==> src/rtl/k12a_lcd_responder_pkg.sv <==
// rtl/k12a_lcd_responder_pkg.sv - shared types, constants and DDRAM address helpers for the LCD responder
package k12a_lcd_responder_pkg;

   typedef enum logic [1:0] {
      LCD_IDLE,
      LCD_BUSY,
      LCD_CLEARING
   } lcd_state_t;

   localparam int         LCD_LINE_LEN   = 40;
   localparam int         LCD_DDRAM_SIZE = 80;
   localparam logic [6:0] LCD_LINE1_BASE = 7'h40;
   localparam logic [6:0] LCD_LINE0_LAST = 7'h27;
   localparam logic [6:0] LCD_LINE1_LAST = 7'h67;
   localparam logic [7:0] LCD_BLANK_CHAR = 8'h20;

   // Instruction decode uses the position of the highest set bit.
   localparam int LCD_OP_CLEAR_BIT   = 0;
   localparam int LCD_OP_HOME_BIT    = 1;
   localparam int LCD_OP_ENTRY_BIT   = 2;
   localparam int LCD_OP_DISPLAY_BIT = 3;
   localparam int LCD_OP_SET_DD_BIT  = 7;

   function automatic logic lcd_addr_valid(input logic [6:0] a);
      return a[5:0] <= LCD_LINE0_LAST[5:0];
   endfunction

   // Packs the two 40-byte lines back to back in the 80-entry array.
   function automatic logic [6:0] lcd_addr_index(input logic [6:0] a);
      return a[6] ? 7'(LCD_LINE_LEN) + {1'b0, a[5:0]} : {1'b0, a[5:0]};
   endfunction

endpackage

==> src/rtl/k12a_lcd_ac_step.sv <==
// rtl/k12a_lcd_ac_step.sv - next DDRAM address with line wrap, shared by AC stepping and the clear walk
module k12a_lcd_ac_step
   import k12a_lcd_responder_pkg::*;
(
   input  logic [6:0] ac,
   input  logic       inc,
   output logic [6:0] ac_next
);

   always_comb begin
      ac_next = ac;
      if (inc) begin
         if (ac == LCD_LINE0_LAST)      ac_next = LCD_LINE1_BASE;
         else if (ac == LCD_LINE1_LAST) ac_next = 7'h00;
         else                           ac_next = ac + 7'd1;
      end else begin
         if (ac == 7'h00)               ac_next = LCD_LINE1_LAST;
         else if (ac == LCD_LINE1_BASE) ac_next = LCD_LINE0_LAST;
         else                           ac_next = ac - 7'd1;
      end
   end

endmodule

==> src/rtl/k12a_lcd_responder.sv <==
// rtl/k12a_lcd_responder.sv - HD44780-subset panel-side responder with DDRAM, AC, busy flag and view port
module k12a_lcd_responder
   import k12a_lcd_responder_pkg::*;
#(
   parameter int BUSY_CYCLES      = 40,
   parameter int BUSY_LONG_CYCLES = 160
) (
   input  logic       sys_clock,
   input  logic       reset,
   input  logic       lcd_rs,
   input  logic       lcd_rw,
   input  logic       lcd_en,
   input  logic [7:0] lcd_data_in,
   output logic [7:0] lcd_data_out,
   output logic       lcd_data_oe,
   input  logic [6:0] view_addr,
   output logic [7:0] view_char,
   output logic       display_on,
   output logic       cursor_on,
   output logic       blink_on,
   output logic       busy,
   output logic       cmd_dropped
);

   localparam logic [15:0] CNT_SHORT  = 16'(BUSY_CYCLES - 1);
   localparam logic [15:0] CNT_LONG   = 16'(BUSY_LONG_CYCLES - 1);
   localparam logic [15:0] CNT_CLEAR  = 16'(BUSY_LONG_CYCLES - 81);
   localparam bit          CLEAR_TAIL = BUSY_LONG_CYCLES > 80;

   logic       en_s1_q, en_s1_d, en_s2_q, en_s2_d, en_s3_q, en_s3_d;
   logic       rs_s1_q, rs_s1_d, rs_s2_q, rs_s2_d;
   logic       rw_s1_q, rw_s1_d, rw_s2_q, rw_s2_d;
   logic [7:0] data_s1_q, data_s1_d, data_s2_q, data_s2_d;
   lcd_state_t state_q, state_d;
   logic [15:0] cnt_q, cnt_d;
   logic [6:0] ac_q, ac_d, walk_q, walk_d, clr_cnt_q, clr_cnt_d;
   logic       id_q, id_d, disp_q, disp_d, cur_q, cur_d, blink_q, blink_d;
   logic       drop_q, drop_d, oe_q, oe_d;
   logic [7:0] data_out_q, data_out_d, view_q, view_d;

   logic [7:0] ddram [LCD_DDRAM_SIZE];
   logic       mem_we;
   logic [6:0] mem_waddr;
   logic [7:0] mem_wdata;
   logic [6:0] ac_next, walk_next, ac_idx, view_idx;
   logic       bf, commit, view_ok;

   k12a_lcd_ac_step u_ac_step   (.ac(ac_q),   .inc(id_q), .ac_next(ac_next));
   k12a_lcd_ac_step u_walk_step (.ac(walk_q), .inc(1'b1), .ac_next(walk_next));

   assign bf       = (state_q != LCD_IDLE);
   assign commit   = en_s3_q & ~en_s2_q;
   assign ac_idx   = lcd_addr_index(ac_q);
   assign view_ok  = lcd_addr_valid(view_addr);
   assign view_idx = view_ok ? lcd_addr_index(view_addr) : 7'd0;

   always_comb begin
      en_s1_d   = lcd_en;
      en_s2_d   = en_s1_q;
      en_s3_d   = en_s2_q;
      rs_s1_d   = lcd_rs;
      rs_s2_d   = rs_s1_q;
      rw_s1_d   = lcd_rw;
      rw_s2_d   = rw_s1_q;
      data_s1_d = lcd_data_in;
      data_s2_d = data_s1_q;
      state_d   = state_q;
      cnt_d     = cnt_q;
      ac_d      = ac_q;
      id_d      = id_q;
      disp_d    = disp_q;
      cur_d     = cur_q;
      blink_d   = blink_q;
      drop_d    = drop_q;
      walk_d    = walk_q;
      clr_cnt_d = clr_cnt_q;
      oe_d      = en_s2_q & rw_s2_q;
      data_out_d = data_out_q;
      mem_we    = 1'b0;
      mem_waddr = ac_idx;
      mem_wdata = data_s2_q;
      view_d    = view_ok ? ddram[view_idx] : 8'h00;

      if (en_s2_q && rw_s2_q)
         data_out_d = rs_s2_q ? ddram[ac_idx] : {bf, ac_q};

      unique case (state_q)
         LCD_BUSY: begin
            if (cnt_q == 16'd0) state_d = LCD_IDLE;
            else                cnt_d   = cnt_q - 16'd1;
         end
         LCD_CLEARING: begin
            mem_we    = 1'b1;
            mem_waddr = lcd_addr_index(walk_q);
            mem_wdata = LCD_BLANK_CHAR;
            walk_d    = walk_next;
            clr_cnt_d = clr_cnt_q + 7'd1;
            if (clr_cnt_q == 7'(LCD_DDRAM_SIZE - 1)) begin
               ac_d    = 7'h00;
               id_d    = 1'b1;
               state_d = CLEAR_TAIL ? LCD_BUSY : LCD_IDLE;
               cnt_d   = CNT_CLEAR;
            end
         end
         default: ;
      endcase

      if (commit) begin
         if (rw_s2_q) begin
            if (rs_s2_q) begin
               if (bf) drop_d = 1'b1;
               else    ac_d   = ac_next;
            end
         end else if (bf) begin
            drop_d = 1'b1;
         end else if (rs_s2_q) begin
            mem_we  = 1'b1;
            ac_d    = ac_next;
            state_d = LCD_BUSY;
            cnt_d   = CNT_SHORT;
         end else begin
            state_d = LCD_BUSY;
            cnt_d   = CNT_SHORT;
            if (data_s2_q[LCD_OP_SET_DD_BIT]) begin
               if (lcd_addr_valid(data_s2_q[6:0])) begin
                  ac_d = data_s2_q[6:0];
               end else begin
                  drop_d  = 1'b1;
                  state_d = state_q;
                  cnt_d   = cnt_q;
               end
            end else if (data_s2_q[6:4] != 3'b000) begin
               // Shift/function-set/CGRAM commands only cost busy time here.
            end else if (data_s2_q[LCD_OP_DISPLAY_BIT]) begin
               disp_d  = data_s2_q[2];
               cur_d   = data_s2_q[1];
               blink_d = data_s2_q[0];
            end else if (data_s2_q[LCD_OP_ENTRY_BIT]) begin
               id_d = data_s2_q[1];
            end else if (data_s2_q[LCD_OP_HOME_BIT]) begin
               ac_d  = 7'h00;
               cnt_d = CNT_LONG;
            end else if (data_s2_q[LCD_OP_CLEAR_BIT]) begin
               state_d   = LCD_CLEARING;
               walk_d    = 7'h00;
               clr_cnt_d = 7'd0;
            end
         end
      end
   end

   always_ff @(posedge sys_clock or posedge reset) begin
      if (reset) begin
         en_s1_q    <= 1'b0;
         en_s2_q    <= 1'b0;
         en_s3_q    <= 1'b0;
         rs_s1_q    <= 1'b0;
         rs_s2_q    <= 1'b0;
         rw_s1_q    <= 1'b0;
         rw_s2_q    <= 1'b0;
         data_s1_q  <= 8'h00;
         data_s2_q  <= 8'h00;
         state_q    <= LCD_IDLE;
         cnt_q      <= 16'd0;
         ac_q       <= 7'h00;
         id_q       <= 1'b1;
         disp_q     <= 1'b0;
         cur_q      <= 1'b0;
         blink_q    <= 1'b0;
         drop_q     <= 1'b0;
         walk_q     <= 7'h00;
         clr_cnt_q  <= 7'd0;
         oe_q       <= 1'b0;
         data_out_q <= 8'h00;
         view_q     <= 8'h00;
      end else begin
         en_s1_q    <= en_s1_d;
         en_s2_q    <= en_s2_d;
         en_s3_q    <= en_s3_d;
         rs_s1_q    <= rs_s1_d;
         rs_s2_q    <= rs_s2_d;
         rw_s1_q    <= rw_s1_d;
         rw_s2_q    <= rw_s2_d;
         data_s1_q  <= data_s1_d;
         data_s2_q  <= data_s2_d;
         state_q    <= state_d;
         cnt_q      <= cnt_d;
         ac_q       <= ac_d;
         id_q       <= id_d;
         disp_q     <= disp_d;
         cur_q      <= cur_d;
         blink_q    <= blink_d;
         drop_q     <= drop_d;
         walk_q     <= walk_d;
         clr_cnt_q  <= clr_cnt_d;
         oe_q       <= oe_d;
         data_out_q <= data_out_d;
         view_q     <= view_d;
      end
   end

   // DDRAM has no reset so an aborted clear leaves untouched cells intact.
   always_ff @(posedge sys_clock) begin
      if (mem_we) ddram[mem_waddr] <= mem_wdata;
   end

   assign lcd_data_out = data_out_q;
   assign lcd_data_oe  = oe_q;
   assign view_char    = view_q;
   assign display_on   = disp_q;
   assign cursor_on    = cur_q;
   assign blink_on     = blink_q;
   assign busy         = bf;
   assign cmd_dropped  = drop_q;

endmodule

==> config.mk <==
export PLATFORM = sky130hd
export DESIGN_NAME = k12a_lcd_responder
export DESIGN_NICKNAME = d
export VERILOG_FILES = /design/src/rtl/k12a_lcd_responder_pkg.sv /design/src/rtl/k12a_lcd_ac_step.sv /design/src/rtl/k12a_lcd_responder.sv
export SDC_FILE = /design/constraint.sdc
export NUM_CORES = 1
export LEC_CHECK = 0
export CORE_ASPECT_RATIO = 1.25
export CORE_MARGIN = 3
export CORE_UTILIZATION = 50
export DETAILED_ROUTE_END_ITERATION = 7
export PLACE_DENSITY = 0.66
export SYNTH_ARGS = -nofsm -noshare
export SYNTH_HDL_FRONTEND = slang
export SYNTH_SLANG_ARGS = --single-unit
==> constraint.sdc <==
create_clock -name sys_clock -period 6.75 [get_ports sys_clock]
set_input_delay 1.35 -clock sys_clock [delete_from_list [all_inputs] [get_ports sys_clock]]
set_output_delay 1.35 -clock sys_clock [all_outputs]
set_load 0.02 [all_outputs]
---- After elaboration in Yosys (flattened, before gate mapping) ----
Memory sizes are Yosys's and may differ from the RTL's.
Index checks and enable logic that the tools add are counted.
Widths: inputs -> output; s select.
word-level totals
  bits in registers ....................... 84
  bits in latches ......................... 0
  bits in writable memories ............... 640
  ROM bits ................................ 0
  bits of input ports ..................... 20
  word-level logic and storage cells ...... 164
  memories ................................ 1
cells by class
  add/subtract/negate cells ............... 8
  multipliers ............................. 0
  divide/modulo/power cells ............... 0
  $lt $le $gt $ge ......................... 2
  equality and inequality tests ........... 13
  shifts and indexed selects .............. 0
  mux-type cells .......................... 102
  bitwise gates (word level) .............. 8
  reductions and logical operators ........ 8
memories
  memory  depth  bits a word  rd ports  clocked after memory_dff  wr ports  line                      source
  ddram   80     8            2         0                         1         k12a_lcd_responder.sv:41  logic [7:0] ddram [LCD_DDRAM_SIZE];
operator list
  kind                   count
  $mux 7                 48
  $mux 16                8
  $mux 8                 7
  $pmux 16 s2            1
  $eq 7x7->1 const B     4
  $mux 2                 13
  $mux 1                 24
  $add 6x6->7 const A    3
  $add 7x1->7 const B    3
  $logic_not 16->1       1
  $sub 16x1->16 const B  1
  $eq 7x6->1 const B     2
  $le 6x6->1 const B     2
  $logic_not 7->1        1
  $reduce_and 7->1       1
  $sub 7x1->7 const B    1
  $ne 6x5->1 const B     1
  $not 1->1              6
  $reduce_and 6->1       1
  $ne 2x1->1 const B     2
  $ne 2x2->1 const B     2
  $pmux 2 s2             1
  $reduce_bool 2->1      2
  $reduce_bool 3->1      1
  other kinds (4)        5

---- Longest topological paths before layout ----
Gate-level depths: netlist of the first run.
  depth after elaboration ................. 14
  gate-level depth with buffers ........... 11

---- By module ----
A second synthesis of the first run with hierarchy kept.
unflattened totals
  cell total of the unflattened synthesis .. 2,487
  area total of the unflattened synthesis .. 35,713.0 µm²
by module, submodules not included
  module              times used  cells each  area an instance (µm²)  sequential area each (µm²)
  k12a_lcd_responder  1           2,393       35,094.9                21,321.7
  k12a_lcd_ac_step    2           47          309.0                   0.0

---- Worst setup path after synthesis of the first run ----
No wires, ideal clock.
  kind .................................... register to register
  from .................................... reg state_q[0]
  to ...................................... mem ddram[0][0], data pin
  setup time .............................. 594 ps
  data arrival time ....................... 3,409 ps
  slack ................................... 2,747 ps
  cell stages (with the launch flop) ...... 8
  path buffers ............................ 4
  period minus slack after synthesis ...... 4,003 ps
  cells stage by stage .................... dfrtp_1 -> inv_1 -> ha_1 -> clkbuf_1 -> clkbuf_1 -> buf_1 -> clkbuf_1 -> nor2b_1
on the way
  cells in the longest elaborated chain, start to end .. 2
ends and longest elaborated chain
  item                    line                       source
  start, declared         k12a_lcd_responder.sv:34   lcd_state_t state_q, state_d;
  start signal, assigned  k12a_lcd_responder.sv:186  state_q <= state_d;
  $eq 2x2->1              k12a_lcd_responder.sv:87   unique case (state_q)
  $mux 8                  k12a_lcd_responder.sv:87
  named net mem_wdata[0]  k12a_lcd_responder.sv:44   logic [7:0] mem_wdata;
  end, declared           k12a_lcd_responder.sv:41
The timed path passes the listed nets, and every way through them passes these cells.

---- Worst setup path in the final report of the first run ----
  from .................................... in view_addr[5]
  to ...................................... reg view_q[6], in the netlist view_char[6]
on the way
  cells in the longest elaborated chain, start to end .. 5
  elaborated cells on any way between the ends .. 6
  those cells by class .................... add/sub: 1; order compare: 1; mux: 3; memory: 1
ends and longest elaborated chain
  item                  line                          source
  start, declared       k12a_lcd_responder.sv:16      input logic [6:0] view_addr,
  $add 6x6->7           k12a_lcd_responder_pkg.sv:30  return a[6] ? 7'(LCD_LINE_LEN) + {1'b0, a[5:0]} : {1'b0, a[5:0]};
  $mux 7                k12a_lcd_responder_pkg.sv:30
  $mux 7                k12a_lcd_responder.sv:55      assign view_idx = view_ok ? lcd_addr_index(view_addr) : 7'd0;
  $mem_v2 80x8          n/a
  $mux 8 *              k12a_lcd_responder.sv:82      view_d = view_ok ? ddram[view_idx] : 8'h00;
  named net view_d[6]   k12a_lcd_responder.sv:39      logic [7:0] data_out_q, data_out_d, view_q, view_d;
  end signal, assigned  k12a_lcd_responder.sv:198     view_q <= view_d;
  end, declared         k12a_lcd_responder.sv:39
The timed path passes the listed nets; every way through them passes the cells marked *.
A chain may end at the register's enable or synchronous reset.

==> flow_metrics.py, run 1 <==
metrics = {
    "run_status": {
        "outcome": "complete, no violations",
    },
    "final_layout": {
        "fill_cells": 5560,
        "post-route-util_pct": 56.1,
        "final_layout_size_suffix_gt1_share_pct": 16.9,
        "instances_no_fill": 3563,
        "fin_nets": 2587,
        "syn_to_final_growth_pct": 10.4,
        "final_area_um2": 39900,
    },
    "floorplan": {
        "core-area_um2": 71100,
        "ios": 42,
        "die-area_um2": 75500,
        "start_util_pct": 50.8,
        "die_h_um": 306,
        "die_w_um": 246,
        "fp-row-count": 109,
    },
    "timing": {
        "hold_violations": 0,
        "setup_viol": 0,
        "fin_crit_ns": 4.84,
        "slew-limit-headroom_pct": 9.82,
        "timing.final.crit_share_pct": 71.7,
        "worst_pin_slew_ns": 1.35,
        "setup-tns-final_ns": 0,
        "maxSlewViolCount": 0,
        "fmax_ghz": 0.206,
        "skew_ns": 0.0245,
        "rsz0062_at_grt": "false",
    },
    "synth": {
        "yosys_warnings": 0,
        "ys_ff_latch": 724,
        "syn_area_per_cell_um2": 14.0,
        "synth_top_area_cell": "edfxtp_1",
        "synth_top_family_by_area": "multiplexers",
        "muxShareOfSynthArea_pct": 16.4,
        "synth_edf_count": 640,
        "yosysTopAreaCellShare_pct": 53.2,
        "synthAdderAreaFrac_pct": 0.416,
        "yosys.cell_types.count": 95,
        "yosys.area_share.simple_pct": 7.91,
        "synth_nets": 2607,
        "synthTopCellsByArea": "edfxtp_1 53%, mux4_2 11%, dfrtp_1 5.8%",
        "ys_seq_area_share_pct": 59.1,
        "synthXorXnorAreaFrac_pct": 0.537,
        "synth_area_um2": 36100,
        "synthCells": 2575,
        "synth_flop_cell": "edfxtp_1",
        "async_reset_ff_share_pct": 11.6,
        "synth-compound-area-share_pct": 12.4,
    },
    "critical_path": {
        "cp.buffers_inverters": 2,
        "regToRegSetupSlack_ns": 2.39,
        "crit_type": "in2reg",
        "startpoint_type": "input port",
        "regToRegStartpoint": "state_q[0]",
        "cp_slowest_cell": "clkdlybuf4s50_1",
        "crit_family": "compound AO/OA/AOI/OAI gates",
        "rr_worst_depth": 8,
        "path_max_fanout": 35,
        "path_cells": "clkdlybuf4s50_1 > o21a_2 > nor2_4 > buf_4 > o311ai_0 > o311ai_0 > a32oi_1 > o221ai_1",
        "cp_slowest_stage_delay_ns": 1.01,
        "cp.required_ns": 7.22,
        "reg2reg_to": "ddram[47][5]",
        "worst_path_most_repeated_cell": "o311ai_0",
        "cp-end-kind": "register",
        "arrival_ns": 5.32,
        "cp.depth": 8,
    },
    "global_route": {
        "grt_pass1_wl_um": 179000,
        "grt_max_degree": 93,
        "track_usage_pct": 32.8,
        "antenna_found_initial": 6,
        "grt_pass1_vias": 25300,
        "overflow": 0,
    },
    "detailed_routing": {
        "drtAntennaViolNets": 0,
        "first_pass_iters": 6,
        "wirelength_um": 124000,
        "wl_per_cell_um": 34.8,
        "drc": 0,
        "via_per_inst": 7.21,
        "num_vias": 25700,
        "drtIter0Drc": 3497,
    },
    "clocking": {
        "cts_max_path_buffers": 3,
        "cts_resized": 0,
        "cts_setup_buffers": 0,
        "cts_tree": "yes",
        "numCtsBuffers": 76,
        "insertion_delay_ns": 0.63,
        "htree_levels": 3,
        "cts_root_buffer": "clkbuf_16",
        "clk_transition_reported_paths_ns": 0.06,
        "ctsHoldBuffers": 0,
        "clock-sinks": 724,
    },
    "placed_design": {
        "dp_hpwl_um": 81700,
        "postPlaceCellArea_um2": 37200,
        "port_buffers": 41,
        "dpl.cell_count": 3420,
        "globalplace.congestion": 0.975,
    },
    "power": {
        "power.density_nw_per_um2": 369,
        "peakVddDrop_mv": 0.547,
        "power_mw": 14.7,
        "p_leak_nw": 13.1,
    },
    "worst_hold_path": {
        "min_delay_path_depth": 0,
        "holdPathEnd": "en_s2_q",
        "hp-start": "en_s1_q",
        "hold_path_class": "reg2reg",
    },
    "job": {
        "cap_violations": 0,
    },
}
[cell usage in the layout (no fill, tap or decap), drive strengths merged, types with 31 or more instances in the layout]
| cell type | netlist | layout |
|---|---|---|
| buf | 130 | 61 |
| nand3 | 44 | 44 |
| clkdlybuf4s50 | 0 | 38 |
| nor2b | 43 | 43 |
| nor2 | 189 | 189 |
| inv | 30 | 31 |
| o22ai | 45 | 45 |
| a211oi | 71 | 71 |
| o221ai | 37 | 37 |
| edfxtp | 640 | 640 |
| mux4 | 182 | 182 |
| mux2 | 42 | 42 |
| a21oi | 119 | 119 |
| and3 | 38 | 38 |
| o21ai | 101 | 101 |
| nand2 | 140 | 140 |
| nor3 | 43 | 43 |
| mux2i | 134 | 134 |
| dfrtp | 83 | 83 |
| clkbuf | 67 | 95 |
[flip-flops by register name (all words and copies together), names as in the netlist, 2 cells and up]
| register | cells |
|---|---|
| state_q | 2 |
| cnt_q | 16 |
| lcd_data_out | 8 |
| view_char | 8 |
| data_s1_q | 8 |
| walk_q | 7 |
| data_s2_q | 8 |
| ac_q | 7 |
| clr_cnt_q | 7 |
| ddram | 640 |
[synthesized netlist by cell type, types with 20 or more instances]
cell	count
o211ai_1	20
inv_1	30
nand2_1	139
o21ai_0	92
mux2i_1	134
nand2b_1	24
o221ai_1	37
and3_1	38
mux4_2	182
buf_2	70
a221oi_1	27
a21oi_1	119
nand3_1	44
nor3_1	43
o22ai_1	45
a31oi_1	23
mux2_2	41
a211oi_1	71
clkbuf_1	67
dfrtp_1	83
nor2b_1	43
edfxtp_1	640
nor2_1	185
buf_4	23
[worst reg2reg max path, delay by kind of cell (launching register included)]
family	cells	cell delay [ns]
adder cells (fa/ha/maj)	1	0.32
flip-flops	1	0.40
AND/OR/NAND/NOR	4	2.43
AO/OA/AOI/OAI	1	0.46
buffers and inverters	2	0.35
[how the worst max path moves through the flow]
stage	from	endpoint
3_3_place_gp	view_addr[4]	view_char[6]
4_1_cts	view_addr[5]	view_char[6]
3_5_place_dp	view_addr[5]	view_char[6]
5_1_grt	view_addr[5]	view_char[6]
6_report	view_addr[5]	view_char[6]
2_1_floorplan	state_q[0]	ddram[0][0]
[through the flow]
| step | hold slack [ns] | setup slack [ns] |
|---|---|---|
| floorplan | 0.331 | 2.75 |
| global placement | 0.335 | 1.52 |
| detailed placement | 0.337 | 1.44 |
| CTS | 0.351 | 2.12 |
| global route | 0.359 | 1.82 |
| finish | 0.349 | 1.91 |
[where the power goes]
| group | internal, mW | switching (mW) |
|---|---|---|
| logic | 1.84 | 3.07 |
| registers | 4.98 | 0.266 |
| clock network | 2.73 | 1.81 |
| total | 9.55 | 5.15 |
[area by class of cell]
class                           instances  area (um^2)  area share (%)
Antenna cell                            1         2.50         0.00628
Clock buffer                           95         2070            5.19
Clock inverter                         47          628            1.58
Inverter                               30          115           0.289
Multi-Input combinational cell       1624        13700            34.3
Sequential cell                       724        21300            53.5
Tap cell                              943         1180            2.96
Timing Repair Buffer                   99          853            2.14
[cells by family after synthesis]
| logic type | count (synthesis) |
|---|---|
| DFF | 724 |
| muxes | 358 |
| AOI/OAI and AO/OA | 643 |
| and+or+nand+nor | 591 |
| xor gates and xnor gates | 20 |
| adders and majority gates | 12 |
| buffers and inverters | 227 |
[layer usage]
layer  part of all wire, %  global-route usage, %  wire [um]
met5                 0.041                      0         51
met4                   7.9                   20.8       9740
met3                    11                   7.50      13600
met2                    46                   51.4      56900
met1                    35                   41.4      43600
Note: power is estimated with default switching activity, not from simulation.
==> run 2, diff against run 1 <==
==> constraint.sdc (replaced) <==
create_clock -name sys_clock -period 4.6 [get_ports sys_clock]
set_input_delay 0.92 -clock sys_clock [delete_from_list [all_inputs] [get_ports sys_clock]]
set_output_delay 0.92 -clock sys_clock [all_outputs]
set_load 0.02 [all_outputs]
==> run 2 against run 1 <==
Against the previous run:
- routed wire length grew 1.1%
- die area stayed put
- non-clock buffer count rose by 133
- global-route usage grew 0.42 points
- clock skew is 0.0046 ns higher
- worst hold slack got worse by 0.0017 ns
- register-to-register slack got worse by 1.5 ns
- count of clock-buffer cells in the layout decreased by 7
- highest routed layer is now met4
- sequential cell count did not move
==> flow_metrics.py, run 2 (synthesized netlist as in run 1, its figures left out) <==
metrics = {
    "run_status": {
        "outcome": "complete, no violations",
    },
    "floorplan": {
        "die_w_um": 246,
        "die_h_um": 306,
        "fp-row-count": 109,
        "ios": 42,
        "core-area_um2": 71100,
        "die-area_um2": 75500,
        "start_util_pct": 50.8,
    },
    "final_layout": {
        "final_cell_mix": "640 x edfxtp_1, 185 x nor2_1, 183 x buf_4, 182 x mux4_2, 137 x nand2_1",
        "fin_nets": 2719,
        "syn_to_final_growth_pct": 13.1,
        "reg_top3": "ddram x640, cnt_q x16",
        "final_layout_size_suffix_gt1_share_pct": 20.9,
        "diodes": 0,
        "top_register": "ddram",
        "largest_register_ff_count": 640,
        "final_common_cell": "edfxtp_1",
    },
    "timing": {
        "slew-limit-headroom_pct": 23.2,
        "setup-tns-final_ns": 0,
        "skew_ns": 0.0290,
        "maxSlewViolCount": 0,
        "worst_pin_slew_ns": 1.15,
        "fin_crit_ns": 3.71,
        "rsz0062_at_grt": "false",
        "fmax_ghz": 0.269,
        "setup_viol": 0,
        "hold_violations": 0,
        "timing.final.crit_share_pct": 80.7,
    },
    "critical_path": {
        "cp.buffers_inverters": 2,
        "crit_path_end": "view_char[0]",
        "rr_worst_depth": 7,
        "crit_type": "in2reg",
        "regToRegSetupSlack_ns": 0.90,
        "cp-end-kind": "register",
        "worst_path_most_repeated_cell": "o22ai_1",
        "arrival_ns": 4.19,
        "cp_slowest_cell": "clkdlybuf4s50_1",
        "startpoint_type": "input port",
        "path_cells": "clkdlybuf4s50_1 > o21ai_4 > buf_4 > nand2_1 > o22ai_1 > o22ai_1 > a221oi_1 > o2111ai_1",
        "regToRegStartpoint": "ac_q[3]",
        "cp.required_ns": 5.07,
        "path_max_fanout": 31,
        "crit_family": "compound AO/OA/AOI/OAI gates",
        "cp.depth": 8,
        "crit_start": "view_addr[3]",
        "reg2reg_to": "ddram[51][2]",
        "cp_slowest_stage_delay_ns": 0.60,
    },
    "clocking": {
        "numCtsBuffers": 75,
        "htree_levels": 3,
        "clock-sinks": 724,
        "cts_root_buffer": "clkbuf_16",
        "cts_max_path_buffers": 3,
        "ctsHoldBuffers": 0,
        "clk_transition_reported_paths_ns": 0.06,
        "cts_tree": "yes",
        "cts_setup_buffers": 0,
        "cts_resized": 0,
        "insertion_delay_ns": 0.65,
    },
    "power": {
        "combPwrFrac_pct": 34.4,
        "peakVddDrop_mv": 0.397,
        "p_leak_nw": 13.8,
        "p_int_mw": 13.8,
        "pwr-share-seq_pct": 35.8,
        "p_sw_share_pct": 35.6,
        "p_sw_mw": 7.65,
        "pwr-share-clk_pct": 29.8,
        "power.density_nw_per_um2": 526,
        "power_mw": 21.5,
    },
    "detailed_routing": {
        "first_pass_iters": 7,
        "num_vias": 26200,
        "wl_per_cell_um": 33.9,
        "drtAntennaViolNets": 0,
        "via_per_inst": 7.09,
        "wirelength_um": 125000,
        "drtIter0Drc": 4039,
        "drc": 0,
    },
    "job": {
        "cap_violations": 0,
    },
    "worst_hold_path": {
        "hold_path_class": "reg2reg",
    },
    "placed_design": {
        "globalplace.congestion": 1.01,
        "port_buffers": 41,
        "dp_hpwl_um": 84700,
    },
    "global_route": {
        "grt_max_degree": 81,
        "antenna_found_initial": 1,
        "grt_pass1_vias": 26000,
        "track_usage_pct": 33.2,
        "overflow": 0,
        "grt_pass1_wl_um": 182000,
    },
}
[run 2: cell count changes in the layout (fill, tap and decap cells not counted), sizes merged]
| cell | previous run | this run |
|---|---|---|
| buf | 61 | 194 |
| clkbuf | 95 | 88 |
| clkinv | 27 | 34 |
| bufinv | 14 | 9 |
| inv | 31 | 36 |
| clkinvlp | 5 | 1 |
| diode | 1 | 0 |
[run 2: area by class of cell]
cell class              count  area [um^2]
well taps                 943         1180
clock inverters            50          537
flip-flops and latches    724        21300
inverters                  30          115
fillers                  5527        30200
multi-input cells        1624        13700
repair buffers            232         1950
clock buffers              88         2010
[run 2: worst min-delay path by stage]
| stage | from | end | cells after the start |
|---|---|---|---|
| 3_3_place_gp | data_s1_q[2] | data_s2_q[2] | 0 |
| 6_report | rs_s1_q | rs_s2_q | 0 |
| 2_1_floorplan | data_s1_q[0] | data_s2_q[0] | 0 |
| 4_1_cts | rs_s1_q | rs_s2_q | 0 |
| 3_5_place_dp | data_s1_q[1] | data_s2_q[1] | 0 |
| 5_1_grt | rs_s1_q | rs_s2_q | 0 |
[run 2: worst reg2reg max path, cell delays in order (launching register included)]
cell and delay [ns]:
dfrtp_1 0.65, ha_1 0.41, nand2b_1 0.23, o31ai_1 0.37, nor2_1 0.08, a211oi_1 0.55
nand2_1 0.37, nor2_1 0.69
[run 2: through the flow]
| step | utilization (%) | setup slack, ns | cells | hold WS [ns] | cell area [um^2] |
|---|---|---|---|---|---|
| after floorplan | - | 0.597 | 2575 | 0.331 | 36100 |
| final | 57.4 | 0.889 | 3691 | 0.348 | 40800 |
| after detailed placement | 53.9 | 0.316 | 3553 | 0.337 | 38300 |
| after CTS | 57.4 | 0.958 | 3691 | 0.350 | 40800 |
| after global placement | 53.9 | 0.406 | 3553 | 0.336 | 38300 |
| after global routing | 57.4 | 0.728 | 3691 | 0.349 | 40800 |
[run 2: power groups by stage]
stage / Sequential [mW] / Clock, mW / Combinational, mW
5_1_grt: 7.71 / 6.69 / 7.62
4_1_cts: 7.68 / 6.43 / 7.20
3_5_place_dp: 7.81 / 0 / 7.17
3_3_place_gp: 7.81 / 0 / 7.13
2_1_floorplan: 7.60 / 0 / 4.77
6_report: 7.69 / 6.39 / 7.39
[run 2: metal layers]
layer | wire length (um) | track usage, % | part of all wire (%)
met1 | 43800 | 42.8 | 35
met2 | 56400 | 50.8 | 45
met3 | 14700 | 7.67 | 12
met4 | 10300 | 21.7 | 8.2
met5 | 0 | 0 | 0
